**src/rtl/uart_rx_8n1_if.sv**
```systemverilog
`default_nettype none
// ============================================================================
//  Module      : uart_rx_8n1_if
//  Description : Byte-side bundle for the 8N1 serial receiver. The master
//                view belongs to the receiver, which watches the serial line
//                and drives the byte, the strobes and busy. The slave view
//                belongs to whatever drives the line and consumes the bytes.
//  Revision    : 1.0 - initial release
// ============================================================================
interface uart_rx_8n1_if;
    logic       rx;
    logic [7:0] data;
    logic       valid;
    logic       frame_err;
    logic       busy;

    modport master (
        input  rx,
        output data,
        output valid,
        output frame_err,
        output busy
    );

    modport slave (
        output rx,
        input  data,
        input  valid,
        input  frame_err,
        input  busy
    );
endinterface
`default_nettype wire

```
**src/rtl/uart_rx_8n1.sv**
```systemverilog
`default_nettype none
// ============================================================================
//  Module      : uart_rx_8n1
//  Description : 8N1 asynchronous serial receiver. It synchronises the line,
//                samples each bit once at mid-bit, and delivers each byte with
//                a one-cycle valid strobe. A bad stop bit gives a one-cycle
//                frame_err strobe instead.
//  Revision    : 1.0 - initial release
// ============================================================================
module uart_rx_8n1 #(
    parameter int CLKS_PER_BIT = 16
) (
    input  wire logic      clk,
    input  wire logic      rst_n,
    uart_rx_8n1_if.master  bus
);

    localparam int CW = $clog2(CLKS_PER_BIT);

    // The start bit is sampled at a count of H. After each sample the counter
    // restarts from 0, so a count of CLKS_PER_BIT-1 marks a full bit period.
    // This keeps CLKS_PER_BIT itself out of the counter range.
    localparam logic [CW-1:0] c_HALF = CW'(CLKS_PER_BIT / 2);
    localparam logic [CW-1:0] c_LAST = CW'(CLKS_PER_BIT - 1);

    typedef enum logic [2:0] {
        S_IDLE  = 3'd0,
        S_START = 3'd1,
        S_DATA  = 3'd2,
        S_STOP  = 3'd3,
        S_BREAK = 3'd4
    } state_t;

    logic          r_sync1;
    logic          r_rxs;
    state_t        r_state;
    state_t        w_state_nxt;
    logic [CW-1:0] r_cnt;
    logic [CW-1:0] w_cnt_nxt;
    logic [2:0]    r_bit;
    logic [2:0]    w_bit_nxt;
    logic [7:0]    r_shift;
    logic [7:0]    w_shift_nxt;
    logic [7:0]    r_data;
    logic [7:0]    w_data_nxt;
    logic          r_valid;
    logic          w_valid_nxt;
    logic          r_ferr;
    logic          w_ferr_nxt;

    // Two-flop synchroniser for the asynchronous line. It resets to the idle
    // level so that reset itself cannot start a frame.
    always_ff @(posedge clk or negedge rst_n) begin
        if (!rst_n) begin
            r_sync1 <= 1'b1;
            r_rxs   <= 1'b1;
        end else begin
            r_sync1 <= bus.rx;
            r_rxs   <= r_sync1;
        end
    end

    // State, counters, shift register and registered outputs.
    always_ff @(posedge clk or negedge rst_n) begin
        if (!rst_n) begin
            r_state <= S_IDLE;
            r_cnt   <= '0;
            r_bit   <= '0;
            r_shift <= '0;
            r_data  <= '0;
            r_valid <= 1'b0;
            r_ferr  <= 1'b0;
        end else begin
            r_state <= w_state_nxt;
            r_cnt   <= w_cnt_nxt;
            r_bit   <= w_bit_nxt;
            r_shift <= w_shift_nxt;
            r_data  <= w_data_nxt;
            r_valid <= w_valid_nxt;
            r_ferr  <= w_ferr_nxt;
        end
    end

    // Next-state logic and bit sampling. The strobes default low, so each
    // one lasts exactly one cycle, and they come from different branches.
    always_comb begin
        w_state_nxt = r_state;
        w_cnt_nxt   = r_cnt + CW'(1);
        w_bit_nxt   = r_bit;
        w_shift_nxt = r_shift;
        w_data_nxt  = r_data;
        w_valid_nxt = 1'b0;
        w_ferr_nxt  = 1'b0;

        unique case (r_state)
            S_IDLE: begin
                w_cnt_nxt = '0;
                if (!r_rxs) begin
                    w_state_nxt = S_START;
                end
            end
            S_START: begin
                if (r_cnt == c_HALF) begin
                    w_cnt_nxt = '0;
                    if (!r_rxs) begin
                        w_state_nxt = S_DATA;
                        w_bit_nxt   = 3'd0;
                    end else begin
                        // The line went high again before mid-bit, so this
                        // was a glitch and not a start bit.
                        w_state_nxt = S_IDLE;
                    end
                end
            end
            S_DATA: begin
                if (r_cnt == c_LAST) begin
                    w_cnt_nxt          = '0;
                    w_shift_nxt[r_bit] = r_rxs;
                    if (r_bit == 3'd7) begin
                        w_state_nxt = S_STOP;
                    end else begin
                        w_bit_nxt = r_bit + 3'd1;
                    end
                end
            end
            S_STOP: begin
                if (r_cnt == c_LAST) begin
                    w_cnt_nxt = '0;
                    if (r_rxs) begin
                        w_data_nxt  = r_shift;
                        w_valid_nxt = 1'b1;
                        w_state_nxt = S_IDLE;
                    end else begin
                        w_ferr_nxt  = 1'b1;
                        w_state_nxt = S_BREAK;
                    end
                end
            end
            S_BREAK: begin
                // Wait here so that a line held low is not read as a train
                // of start bits.
                w_cnt_nxt = '0;
                if (r_rxs) begin
                    w_state_nxt = S_IDLE;
                end
            end
            default: begin
                w_state_nxt = S_IDLE;
                w_cnt_nxt   = '0;
            end
        endcase
    end

    assign bus.data      = r_data;
    assign bus.valid     = r_valid;
    assign bus.frame_err = r_ferr;
    assign bus.busy      = (r_state != S_IDLE);

endmodule
`default_nettype wire

```
**src/flat_wrapper.sv**
```systemverilog
// flat-port wrapper written by rule: the top's interface ports become plain ports
module uart_rx_8n1_flat 
#(
    parameter int CLKS_PER_BIT = 16
)
  (clk, rst_n, bus_rx, bus_data, bus_valid, bus_frame_err, bus_busy);
  uart_rx_8n1_if bus_i ();
  input  wire logic clk;
  input  wire logic rst_n;
  input wire logic [$bits(bus_i.rx)-1:0] bus_rx;
  output wire logic [$bits(bus_i.data)-1:0] bus_data;
  output wire logic [$bits(bus_i.valid)-1:0] bus_valid;
  output wire logic [$bits(bus_i.frame_err)-1:0] bus_frame_err;
  output wire logic [$bits(bus_i.busy)-1:0] bus_busy;
  assign bus_i.rx = bus_rx;
  assign bus_data = bus_i.data;
  assign bus_valid = bus_i.valid;
  assign bus_frame_err = bus_i.frame_err;
  assign bus_busy = bus_i.busy;
  uart_rx_8n1 #(.CLKS_PER_BIT(CLKS_PER_BIT)) u_core (.clk(clk), .rst_n(rst_n), .bus(bus_i));
endmodule
```
**config.mk**
```make
export PLATFORM = sky130hd
export DESIGN_NAME = uart_rx_8n1_flat
export DESIGN_NICKNAME = d
export VERILOG_FILES = /design/src/rtl/uart_rx_8n1_if.sv /design/src/rtl/uart_rx_8n1.sv /design/src/flat_wrapper.sv
export SDC_FILE = /design/constraint.sdc
export NUM_CORES = 1
export LEC_CHECK = 0
export BUFFER_PORTS_ARGS = -buffer_cell sky130_fd_sc_hd__buf_2
export CAP_MARGIN = 30
export CORE_UTILIZATION = 57
export DETAILED_ROUTE_END_ITERATION = 8
export MAX_ROUTING_LAYER = met4
export PLACE_DENSITY = 0.81
export RECOVER_POWER = 100
export REMOVE_ABC_BUFFERS = 1
export SYNTH_ARGS = -nofsm -noshare
export SYNTH_HDL_FRONTEND = slang
export SYNTH_SLANG_ARGS = --single-unit
```
**constraint.sdc**
```tcl
create_clock -name clk -period 2.1 [get_ports clk]
set_input_delay 0.42 -clock clk [delete_from_list [all_inputs] [get_ports clk]]
set_output_delay 0.42 -clock clk [all_outputs]
set_load 0.01 [all_outputs]
```
== Word-level counts from Yosys, hierarchy flattened ==
Index checks and enable logic that the tools add are counted.

* Bits in registers: 30
* Input bits: 3
* Output and inout bits: 11
* Logic and storage cells: 63

* Add/sub/neg operators: 2
* Magnitude comparators: 2
* Equality and inequality tests: 15
* Muxes and demuxes: 26
* Reduce and logical (&&, ||, !) cells: 9

{| class="wikitable"
|+ Operators by type and width
! operator !! count
|-
| two-way mux 3 bit || 11
|-
| case mux 3 bit (5 select lines) || 1
|-
| != test 2 x 1 -> 1 bit (second input constant) || 5
|-
| bitwise mux 8 bit || 1
|-
| equality test 4 bit (second input constant) || 2
|-
| two-way mux 4 bit || 2
|-
| case mux 4 bit (2 select lines) || 1
|-
| two-way mux 1 bit || 7
|-
| equality test 3 x 2 -> 1 bit (second input constant) || 2
|-
| equality test 3 bit (second input constant) || 2
|-
| != test 2 bit (second input constant) || 3
|-
| case mux 3 bit (2 select lines) || 1
|-
| AND reduction 6 bit || 1
|-
| AND reduction 5 bit || 1
|-
| adder 4 x 1 -> 4 bit (second input constant) || 1
|-
| less-than comparator 3 x 4 -> 1 bit (second input constant) || 1
|-
| adder 3 x 1 -> 3 bit (second input constant) || 1
|-
| demux 1 bit (select 3 bit) || 1
|-
| equality test 3 x 1 -> 1 bit (second input constant) || 1
|-
| >= comparator 3 x 1 -> 1 bit (second input constant) || 1
|-
| logical NOT 3 bit || 1
|-
| AND reduction 3 bit || 1
|-
| nonzero test 3 bit || 1
|-
| two-way mux 2 bit || 1
|-
| 4 further kinds || 4
|}

== Depth between registers and ports, before layout ==
Gate-level depths: netlist of run 1.

* Word-level depth: 5
* Depth in mapped cells: 5
* Mapped depth without buffers: 5

== Least setup slack after synthesis of run 1 ==
No wires, ideal clock.

* Kind: flip-flop to flip-flop
* From: register u_core.r_bit[0]
* To: register u_core.r_bit[0]
* Library setup time: 0.139 ns
* Data arrival time: 1.483 ns
* Required time: 1.961 ns
* Setup slack: 0.478 ns
* Stages on the path, launching flop included: 6
* Path buffers: 0
* Cell sequence: dfrtp_1 -> ha_1 -> ha_1 -> nor4b_2 -> a2bb2oi_2 -> o221ai_1

* Word-level cells in the longest chain between the ends: 4

{| class="wikitable"
|+ Ends and longest elaborated chain
! what !! RTL line !! RTL
|-
| start: declaration || uart_rx_8n1.sv:40 || <nowiki>logic [2:0] r_bit;</nowiki>
|-
| start signal: assignment || uart_rx_8n1.sv:76 || <nowiki>r_bit <= w_bit_nxt;</nowiki>
|-
| adder 3 x 1 -> 3 bit || uart_rx_8n1.sv:122 || <nowiki>w_bit_nxt = r_bit + 3'd1;</nowiki>
|-
| two-way mux 3 bit || uart_rx_8n1.sv:119 || <nowiki>if (r_bit == 3'd7) begin</nowiki>
|-
| two-way mux 3 bit || uart_rx_8n1.sv:116 || <nowiki>if (r_cnt == c_LAST) begin</nowiki>
|-
| case mux 3 bit (2 select lines) || uart_rx_8n1.sv:95 || <nowiki>unique case (r_state)</nowiki>
|}

Parallel ways exist; a longest one is shown, timed or not. The select of a mux whose other input is x is not followed.
A chain may end at the register's enable or synchronous reset.

== Final worst setup path of run 1 ==
* From: register u_core.r_bit[1]
* To: register u_core.r_bit[0]

* Word-level cells in the longest chain between the ends: 3

{| class="wikitable"
|+ Ends and longest elaborated chain
! what !! RTL line
|-
| equality test 3 bit || uart_rx_8n1.sv:119
|-
| != test 2 bit (no line) || n/a
|-
| AND reduction 5 bit (no line) || n/a
|}

Every way passes these cells.

==> impl_metrics.csv, run 1 <==
group,metric,value,unit
status,outcome,"finished with violations",
status,violations,"capacitance limit, slew limit",
timing,drv_slew,31,
global_route,grt_pass1_vias,830,
power,peakVddDrop,690,uV
global_route,gr-usage-all-layers,0.212,
synth,ys_seq_elements,30,
global_route,globalRouteMet1Util,0.274,
die,dieHeight,52.9,um
global_route,grt_max_degree,31,
die,ios,14,
power,leakagePower,0.719,nW
worst_setup_path,critPathLaunchType,"flop",
synth,syn_area_per_cell,12.5,um2
synth,yosys.area.top_type,"dfrtp_1",
layout,instances_no_fill,163,
timing,max_slew.worst_pin.slew,1.56,ns
die,rows,18,
synth,muxShareOfSynthArea,0.122,
clocking,postCtsSetupBuffers,0,
die,core-area,2450,um2
synth,synth.top_cells.by_count,"dfrtp_1 (28), mux2_2 (16), nand3_1 (8), inv_1 (7), nor2_1 (7)",
synth,synth_top_cell_area_share,0.474,
timing,clock.fmax,518,MHz
synth,synth_top_family_by_area,"simple AND/OR/NAND/NOR gates",
route,wire_per_inst,14.7,um
route,drt.antenna.violating_nets,0,
layout,fin_nets,139,
die,start_util,0.602,
synth,synth-edff-count,0,
clocking,htreeDepth,2,
global_route,use_met3,0.0718,
synth,synth-compound-area-share,0.0677,
placed_design,dp_cells,155,
clocking,cts_resized,0,
route,drtIter0Drc,26,
worst_setup_path,worstSetupPathType,"reg -> reg",
timing,hold_viol,0,
timing,period_minus_slack,1.93,ns
global_route,grt_antenna_before_repair,0,
synth,synth-simple-area-share,0.204,
route,wirelength,2390,um
synth,synthXorXnorAreaFrac,0.0119,
placed_design,place.gp.congestion,0.880,
worst_hold_path,hp-class,"in -> reg",
timing,tns,0,ns
synth,async_flop_share,1.00,
power,p_per_area,985,nW/um2
global_route,top_usage_layer,"met2",
clocking,cts_root_buf,"clkbuf_4",
synth,yosysWarnings,0,
synth,synthFlopType,"dfrtp_1",
synth,syn-cell-area,1480,um2
route,firstDrtPassIters,4,
clocking,clockBufferDepth,2,
global_route,grtUsageMet2,0.321,
timing,skew,0.00598,ns
timing,slew_headroom,-0.0375,
clocking,cts_tree,"yes",
timing,setup_viol,0,
synth,seq_area_frac_synth,0.510,
route,drc,0,
worst_setup_path,worstPathRequired,2.28,ns
global_route,grt_pass1_wl,4040,um
worst_setup_path,crit_fanout,9,
worst_setup_path,end_kind,"flop",
die,dieWidth,52.9,um
layout,drive_gt1_frac,0.226,
clocking,insertion_delay,0.31,ns
die,die-area,2800,um2
layout,syn2layout_area_growth,5.42,%
synth,yosys.area_share.adder,0.0339,
clocking,cts_hold_buf,0,
timing,rsz0062_at_grt,"no",
synth,yosysMostFrequentCell,"dfrtp_1",
placed_design,io_buffers,13,
synth,synth_cell_type_count,38,
route,viasPerCell,5.97,
synth,yosys-top-cells-area,"dfrtp_1 (47%), mux2_2 (12%), dfstp_2 (3.6%)",
clocking,path_clk_slew,0.09,ns
layout,fillerInstances,194,
clocking,clock-sinks,30,
route,vias,973,
timing,fin_crit_sh,0.919,
synth,syn_inst,118,
worst_setup_path,crit_arrival,2.11,ns
placed_design,place_hpwl,1730,um
global_route,overflow,0,
layout,antenna_cells,0,
run,drv_cap,1,
clocking,cts_buffers,5,
==> worst paths after layout <==
| path | startpoint | endpoint | slack (ns) | depth (start not counted) |
|---|---|---|---|---|
| worst max-delay path | u_core.r_bit[1] | u_core.r_bit[0] | 0.17 | 5 |
| worst min-delay path | bus_rx | u_core.r_sync1 | 0.21 | 1 |
| worst max register to register | u_core.r_bit[1] | u_core.r_bit[0] | 0.17 | 5 |
| worst min register to register | u_core.r_sync1 | u_core.r_rxs | 0.36 | 0 |
| max in group asynchronous | rst_n | u_core.r_cnt[2] | 0.71 | 1 |
| min in group asynchronous | rst_n | u_core.bus.data[7] | 0.48 | 1 |
==> cell usage in the layout, fill, tap and decap left out, types with 2 or more instances in the layout <==
master,n
nand4_1,5
o211ai_1,3
nor3b_1,3
nor4b_2,2
mux2_2,15
clkbuf_1,14
inv_1,7
dfstp_2,2
and4_2,2
nand3_1,8
nor2_1,7
dfrtp_1,28
nand2_1,2
nor4_1,2
a21oi_1,3
clkbuf_4,5
ha_1,4
==> where the power goes <==
| part | switching, W | internal, W | total (W) | leakage, nW |
|---|---|---|---|---|
| Clock | 0.000177 | 0.000165 | 0.000343 | 0.0326 |
| Sequential | 0.000128 | 0.000649 | 0.000777 | 0.400 |
| Combinational | 0.000229 | 0.000186 | 0.000416 | 0.286 |
| Total | 0.000535 | 0.00100 | 0.00154 | 0.719 |
==> state kept, by name (all words and copies together) (netlist names) <==
register              cells
u_core.bus.data           8
u_core.bus.frame_err      1
u_core.bus.valid          1
u_core.r_bit              3
u_core.r_cnt              4
u_core.r_rxs              1
u_core.r_shift            8
u_core.r_state            3
u_core.r_sync1            1
==> logic make-up after synthesis <==
kind of cell,after synthesis
compound gates,13
mux,16
fa+ha+maj,4
simple gates,40
flops,30
xor+xnor,2
buf+inv,13
==> metal layers <==
metal | up-vias | wire length [um]
met2 | 28 | 1180
met1 | 485 | 1090
met4 | 0 | 19
met3 | 2 | 103
li1 | 458 | -
met5 | - | 0
==> critical path, stage by stage, from the launching register on <==
cell and delay [ns]:
dfrtp_1 0.49, ha_1 0.23, ha_1 0.21, nor4b_2 0.37
a2bb2oi_1 0.32, o221ai_1 0.17
==> stage by stage <==
step | instance area (um2) | util | power (W) | setup slack, ns | hold slack (ns)
5_1_grt | 1560 | 0.635 | 0.00165 | 0.113 | 0.185
3_3_place_gp | 1530 | 0.624 | 0.00120 | 0.326 | 0.346
6_report | 1560 | 0.635 | 0.00154 | 0.170 | 0.209
3_5_place_dp | 1530 | 0.624 | 0.00123 | 0.314 | 0.351
2_1_floorplan | 1430 | - | 0.00110 | 0.476 | 0.124
4_1_cts | 1590 | 0.648 | 0.00157 | 0.246 | 0.142
==> final cells by class <==
type,count,area [um2],share of cell area
repair buffers,13,50.0,0.0321
clock buffers,8,58.8,0.0378
multi-input cells,75,632,0.406
inverters,7,26.3,0.0169
flip-flops and latches,30,753,0.484
well taps,30,37.5,0.0241
No activity file was read; power rests on OpenSTA's default activity.
==> run 2: changes to the inputs <==
--- a/config.mk
+++ b/config.mk
@@ -6,4 +6,5 @@
 export NUM_CORES = 1
 export LEC_CHECK = 0
+export ABC_AREA = 1
 export BUFFER_PORTS_ARGS = -buffer_cell sky130_fd_sc_hd__buf_2
 export CAP_MARGIN = 30
==> constraint.sdc (replaced) <==
create_clock -name clk -period 2.1 [get_ports clk]
set_input_delay 0.42 -clock clk [delete_from_list [all_inputs] [get_ports clk]]
set_output_delay 0.42 -clock clk [all_outputs]
set_load 0.005 [all_outputs]
==> run 2 against run 1 <==
Against the previous run: the run still ends with capacitance limit, slew limit left; routed wire length grew 16%; critical endpoint is now u_core.r_shift[5]; largest cell class unchanged; final cell count increased by 38%; sequential cell count did not move.
==> impl_metrics.csv, run 2 <==
group,metric,value,unit
status,outcome,"finished with violations",
status,violations,"capacitance limit, slew limit",
layout,final_cell_area,1570,um2
clocking,cts_buffers,5,
global_route,overflow,0,
timing,setup_viol,0,
route,wire_per_inst,12.3,um
clocking,clockBufferDepth,2,
synth,synth_top_cell_area_share,0.472,
layout,syn2layout_area_growth,5.81,%
synth,yosysWarnings,0,
synth,ys_seq_elements,30,
die,core-area,2480,um2
synth,synth-edff-count,0,
synth,yosys-top-cells-area,"dfrtp_1 (47%), nand2_1 (14%), nand3_1 (5.1%)",
route,drtIter0Drc,24,
route,viasPerCell,5.16,
synth,syn_area_per_cell,8.49,um2
timing,slew_headroom,-0.0279,
power,p_per_area,973,nW/um2
global_route,gr-usage-all-layers,0.230,
placed_design,io_buffers,13,
clocking,cts_tree,"yes",
die,die-area,2810,um2
power,leakagePower,0.853,nW
clocking,path_clk_slew,0.09,ns
route,wirelength,2760,um
clocking,insertion_delay,0.33,ns
synth,synth.top_cells.by_count,"nand2_1 (54), dfrtp_1 (28), inv_1 (19), nor2_1 (17), nand3_1 (15)",
worst_hold_path,hp-class,"in -> reg",
clocking,cts_resized,0,
worst_setup_path,worstPathRequired,2.36,ns
synth,synth_cell_type_count,20,
global_route,grt_antenna_before_repair,0,
timing,period_minus_slack,1.77,ns
die,dieHeight,53.0,um
synth,seq_area_frac_synth,0.507,
placed_design,place_hpwl,1980,um
timing,rsz0062_at_grt,"no",
synth,yosysMostFrequentCell,"nand2_1",
synth,syn_inst,175,
synth,async_flop_share,1.00,
layout,antenna_cells,0,
synth,yosys.area.top_type,"dfrtp_1",
route,vias,1160,
route,drt.antenna.violating_nets,0,
worst_setup_path,crit_arrival,2.03,ns
layout,layout_common_cells,"nand2_1 (55), dfrtp_1 (28), nor2_1 (23)",
run,drv_cap,1,
timing,skew,0.00686,ns
clocking,htreeDepth,2,
layout,fillerInstances,210,
placed_design,dp_cells,217,
layout,drive_gt1_frac,0.133,
route,firstDrtPassIters,5,
global_route,grt_pass1_vias,1040,
timing,max_slew.worst_pin.slew,1.54,ns
die,rows,18,
layout,layout_commonest_cell,"nand2_1",
layout,instances_no_fill,225,
worst_setup_path,end_kind,"flop",
timing,fin_crit_sh,0.842,
timing,drv_slew,31,
layout,fin_nets,201,
die,start_util,0.599,
clocking,postCtsSetupBuffers,0,
clocking,cts_root_buf,"clkbuf_4",
timing,tns,0,ns
die,dieWidth,53.0,um
worst_setup_path,r2r_slack,0.33,ns
layout,multiInputGateArea,578,um2
clocking,cts_hold_buf,0,
die,ios,14,
synth,synthFlopType,"dfrtp_1",
route,drc,0,
clocking,clock-sinks,30,
worst_setup_path,critPathLaunchType,"flop",
global_route,grt_max_degree,31,
power,peakVddDrop,679,uV
timing,hold_viol,0,
placed_design,place.gp.congestion,0.845,
worst_setup_path,worstSetupPathType,"reg -> reg",
timing,clock.fmax,565,MHz
worst_setup_path,crit_fanout,7,
global_route,grt_pass1_wl,4380,um
placed_design,placed_area,1580,um2
synth,syn-cell-area,1490,um2
layout,seq_area,753,um2
-- run 2: changes by cell type after synthesis, moves of 3 or more --
cell | previous run | this run
inv_1 | 7 | 19
inv_2 | 0 | 4
mux2_2 | 16 | 0
nand2_1 | 2 | 54
nand2_2 | 0 | 3
nand3_1 | 8 | 15
nand4_1 | 5 | 0
nor2_1 | 7 | 17
nor2_2 | 0 | 4
nor2_4 | 0 | 5
o211ai_1 | 3 | 0
o21ai_1 | 0 | 10
-- run 2: worst max-delay path: stages, from the launching register on --
cell and delay [ns]:
dfrtp_1 0.41, ha_1 0.21, nand3_1 0.21, nor2_1 0.46, nand2_4 0.07, nor2_1 0.18, nand2_1 0.09, o21ai_1 0.07
-- run 2: report_power, final --
part	switching, W	internal (W)
combinational	0.000285	0.000157
clock	0.000196	0.000162
sequential	0.0000948	0.000634
-- run 2: metrics by stage --
| step | util | hold WS (ns) | worst slack, ns | power [W] |
|---|---|---|---|---|
| 2_1_floorplan | - | 0.124 | 0.744 | 0.00110 |
| 3_3_place_gp | 0.636 | 0.349 | 0.688 | 0.00118 |
| 3_5_place_dp | 0.636 | 0.350 | 0.563 | 0.00122 |
| 4_1_cts | 0.661 | 0.111 | 0.400 | 0.00158 |
| 5_1_grt | 0.634 | 0.176 | 0.167 | 0.00164 |
| 6_report | 0.634 | 0.188 | 0.331 | 0.00153 |
-- run 2: final cells by class --
type,instances,share of cell area
flip-flops and latches,30,0.479
clock inverters,1,0.00318
well taps,30,0.0239
repair buffers,13,0.0358
multi-input cells,121,0.368
clock buffers,7,0.0350
inverters,23,0.0549
-- run 2: kinds of logic after synthesis --
kind of cell / count (synthesis) / synth area share
xor gates and xnor gates: 1 / 0.00590
and+or+nand+nor: 104 / 0.345
buffers and inverters: 24 / 0.0657
AOI/OAI and AO/OA: 12 / 0.0430
DFF: 30 / 0.507
adders and majority gates: 4 / 0.0337
-- run 2: metal layers --
| metal | track usage | vias to the layer above | share of wire |
|---|---|---|---|
| met3 | 0.0603 | 7 | 0.043 |
| met4 | 0.132 | 0 | 0.021 |
| met2 | 0.352 | 22 | 0.48 |
| li1 | - | 583 | - |
| met5 | - | - | 0 |
| met1 | 0.273 | 548 | 0.45 |
-- run 2: final timing paths --
path / from / endpoint / cells past startpoint
setup / recovery: u_core.r_cnt[0] / u_core.r_shift[5] / 7
hold / removal: bus_rx / u_core.r_sync1 / 1
setup reg to reg: u_core.r_cnt[0] / u_core.r_shift[5] / 7
hold reg to reg: u_core.r_sync1 / u_core.r_rxs / 0
max in group asynchronous: rst_n / u_core.r_bit[2] / 1
min in group asynchronous: rst_n / u_core.r_cnt[1] / 1
==> run 3: changes to the inputs <==
- CORE_UTILIZATION: 57 -> 52
- PLACE_DENSITY: 0.81 -> 0.78
- clock period: 2.1 -> 1.5 ns (I/O delays scaled with it)
==> run 3 against run 2 <==
Against the previous run: the flow now finishes without violations; sequential cell count unchanged; utilization down 0.73 points; final cell count up 1.8%; clock-buffer cell count unchanged; largest power group unchanged.
==> impl_metrics.csv, run 3 (synthesis gave the netlist of run 2 again) <==
group,metric,value,unit
worst_setup_path,crit_arrival,1.14,ns
global_route,grt_pass1_vias,1079,
clocking,clockBufferDepth,2,
layout,layout_commonest_cell,"nand2_1",
worst_setup_path,crit_end,"bus_busy",
placed_design,dp_cells,220,
die,die-area,3070,um2
worst_setup_path,r2r_slack,0.09,ns
worst_setup_path,rr_worst_depth,8,
layout,syn2layout_area_growth,15.4,%
worst_setup_path,worstSetupPathType,"reg -> out",
timing,hold_viol,0,
global_route,gr-usage-all-layers,0.206,
timing,setup_viol,0,
route,vias,1152,
route,firstDrtPassIters,4,
timing,setup_slack,0.0586,ns
global_route,grt_pass1_wl,4710,um
timing,skew,0.00474,ns
power,finalPower,0.00245,W
route,drt.antenna.violating_nets,0,
die,dieHeight,55.4,um
clocking,cts_tree,"yes",
placed_design,io_buffers,13,
route,drtIter0Drc,61,
worst_setup_path,worstPathRequired,1.20,ns
placed_design,pre_cts_slack,0.0156,ns
global_route,overflow,0,
timing,slew_headroom,0.506,
clocking,htreeDepth,2,
power,peakVddDrop,1190,uV
layout,layout_common_cells,"nand2_1 (54), dfrtp_1 (26), inv_1 (19)",
timing,drv_slew,0,
worst_setup_path,end_kind,"output pin",
global_route,grt_max_degree,31,
route,drc,0,
die,core-area,2730,um2
clocking,insertion_delay,0.33,ns
layout,instances_no_fill,229,
die,dieWidth,55.4,um
layout,drive_gt1_frac,0.253,
timing,rsz0062_at_grt,"no",
clocking,cts_root_buf,"clkbuf_4",
placed_design,place_hpwl,1940,um
global_route,grt_antenna_before_repair,0,
die,rows,19,
worst_setup_path,crit_fanout,6,
die,start_util,0.543,
route,wire_per_inst,11.5,um
layout,antenna_cells,0,
status,outcome,"finished, final reports clean",
worst_setup_path,crit_start,"u_core.r_state[0]",
power,leakagePower,0.883,nW
clocking,clock-sinks,30,
worst_setup_path,critPathLaunchType,"flop",
timing,period_minus_slack,1.44,ns
route,viasPerCell,5.03,
clocking,cts_buffers,5,
timing,clock.fmax,694,MHz
worst_setup_path,r2r_start,"u_core.r_cnt[0]",
worst_setup_path,reg2reg_to,"u_core.r_state[1]",
die,ios,14,
timing,max_slew.worst_pin.slew,0.741,ns
timing,tns,0,ns
clocking,path_clk_slew,0.09,ns
route,wirelength,2640,um
timing,fin_crit_sh,0.961,
run,drv_cap,0,
power,p_per_area,1430,nW/um2
worst_hold_path,hp-class,"in -> async",
layout,fin_nets,204,
placed_design,place.gp.congestion,0.819,
==> run 3: what timing repair did <==
item / in CTS / in global routing
gates resized for setup: 4 / 6
pin swaps: 0 / 0
setup endpoints to repair: 2 / 20
hold buffers: 0 / 0
setup buffers: 0 / 1
==> run 3: worst min-delay path by stage <==
stage	slack, ns	start	end
after global placement	0.35	u_core.r_sync1	u_core.r_rxs
after CTS	0.00005	rst_n	u_core.r_cnt[2]
after global routing	0.03	bus_rx	u_core.r_sync1
after detailed placement	0.35	u_core.r_sync1	u_core.r_rxs
final	0.01	rst_n	u_core.bus.data[5]
after floorplan	0.004	rst_n	u_core.bus.data[0]
==> run 3: area by class of cell <==
| class | count | area (um2) |
|---|---|---|
| clock buffer | 7 | 55.1 |
| multi-input combinational | 121 | 663 |
| tap | 31 | 38.8 |
| sequential | 30 | 756 |
| clock inverter | 1 | 30.0 |
| fill | 230 | 1020 |
| inverter | 23 | 86.3 |
| timing repair buffer | 16 | 85.1 |
==> run 3: power breakdown <==
| part | internal [W] | total (W) | switching, W |
|---|---|---|---|
| logic | 0.000288 | 0.000758 | 0.000469 |
| registers | 0.000893 | 0.00102 | 0.000129 |
| clock network | 0.000398 | 0.000674 | 0.000277 |
==> run 3: through the flow <==
step                      utilization  hold WS [ns]  cell area [um2]
after global routing            0.627        0.0341             1710
after CTS                       0.618     0.0000499             1690
final                           0.627        0.0121             1710
after global placement          0.583         0.350             1590
after floorplan                     -       0.00441             1470
after detailed placement        0.583         0.354             1590
==> run 3: critical path: stages (launching register included) <==
cell and delay [ns]:
dfrtp_2 0.48, nor2_4 0.16, nand2_1 0.06, buf_2 0.12
==> run 3: layer usage <==
| metal | track usage | vias to the layer above | part of all wire |
|---|---|---|---|
| li1 | - | 591 | - |
| met1 | 0.250 | 537 | 0.45 |
| met2 | 0.317 | 19 | 0.48 |
| met3 | 0.0773 | 5 | 0.046 |
| met4 | 0.0679 | 0 | 0.016 |
| met5 | - | - | 0 |
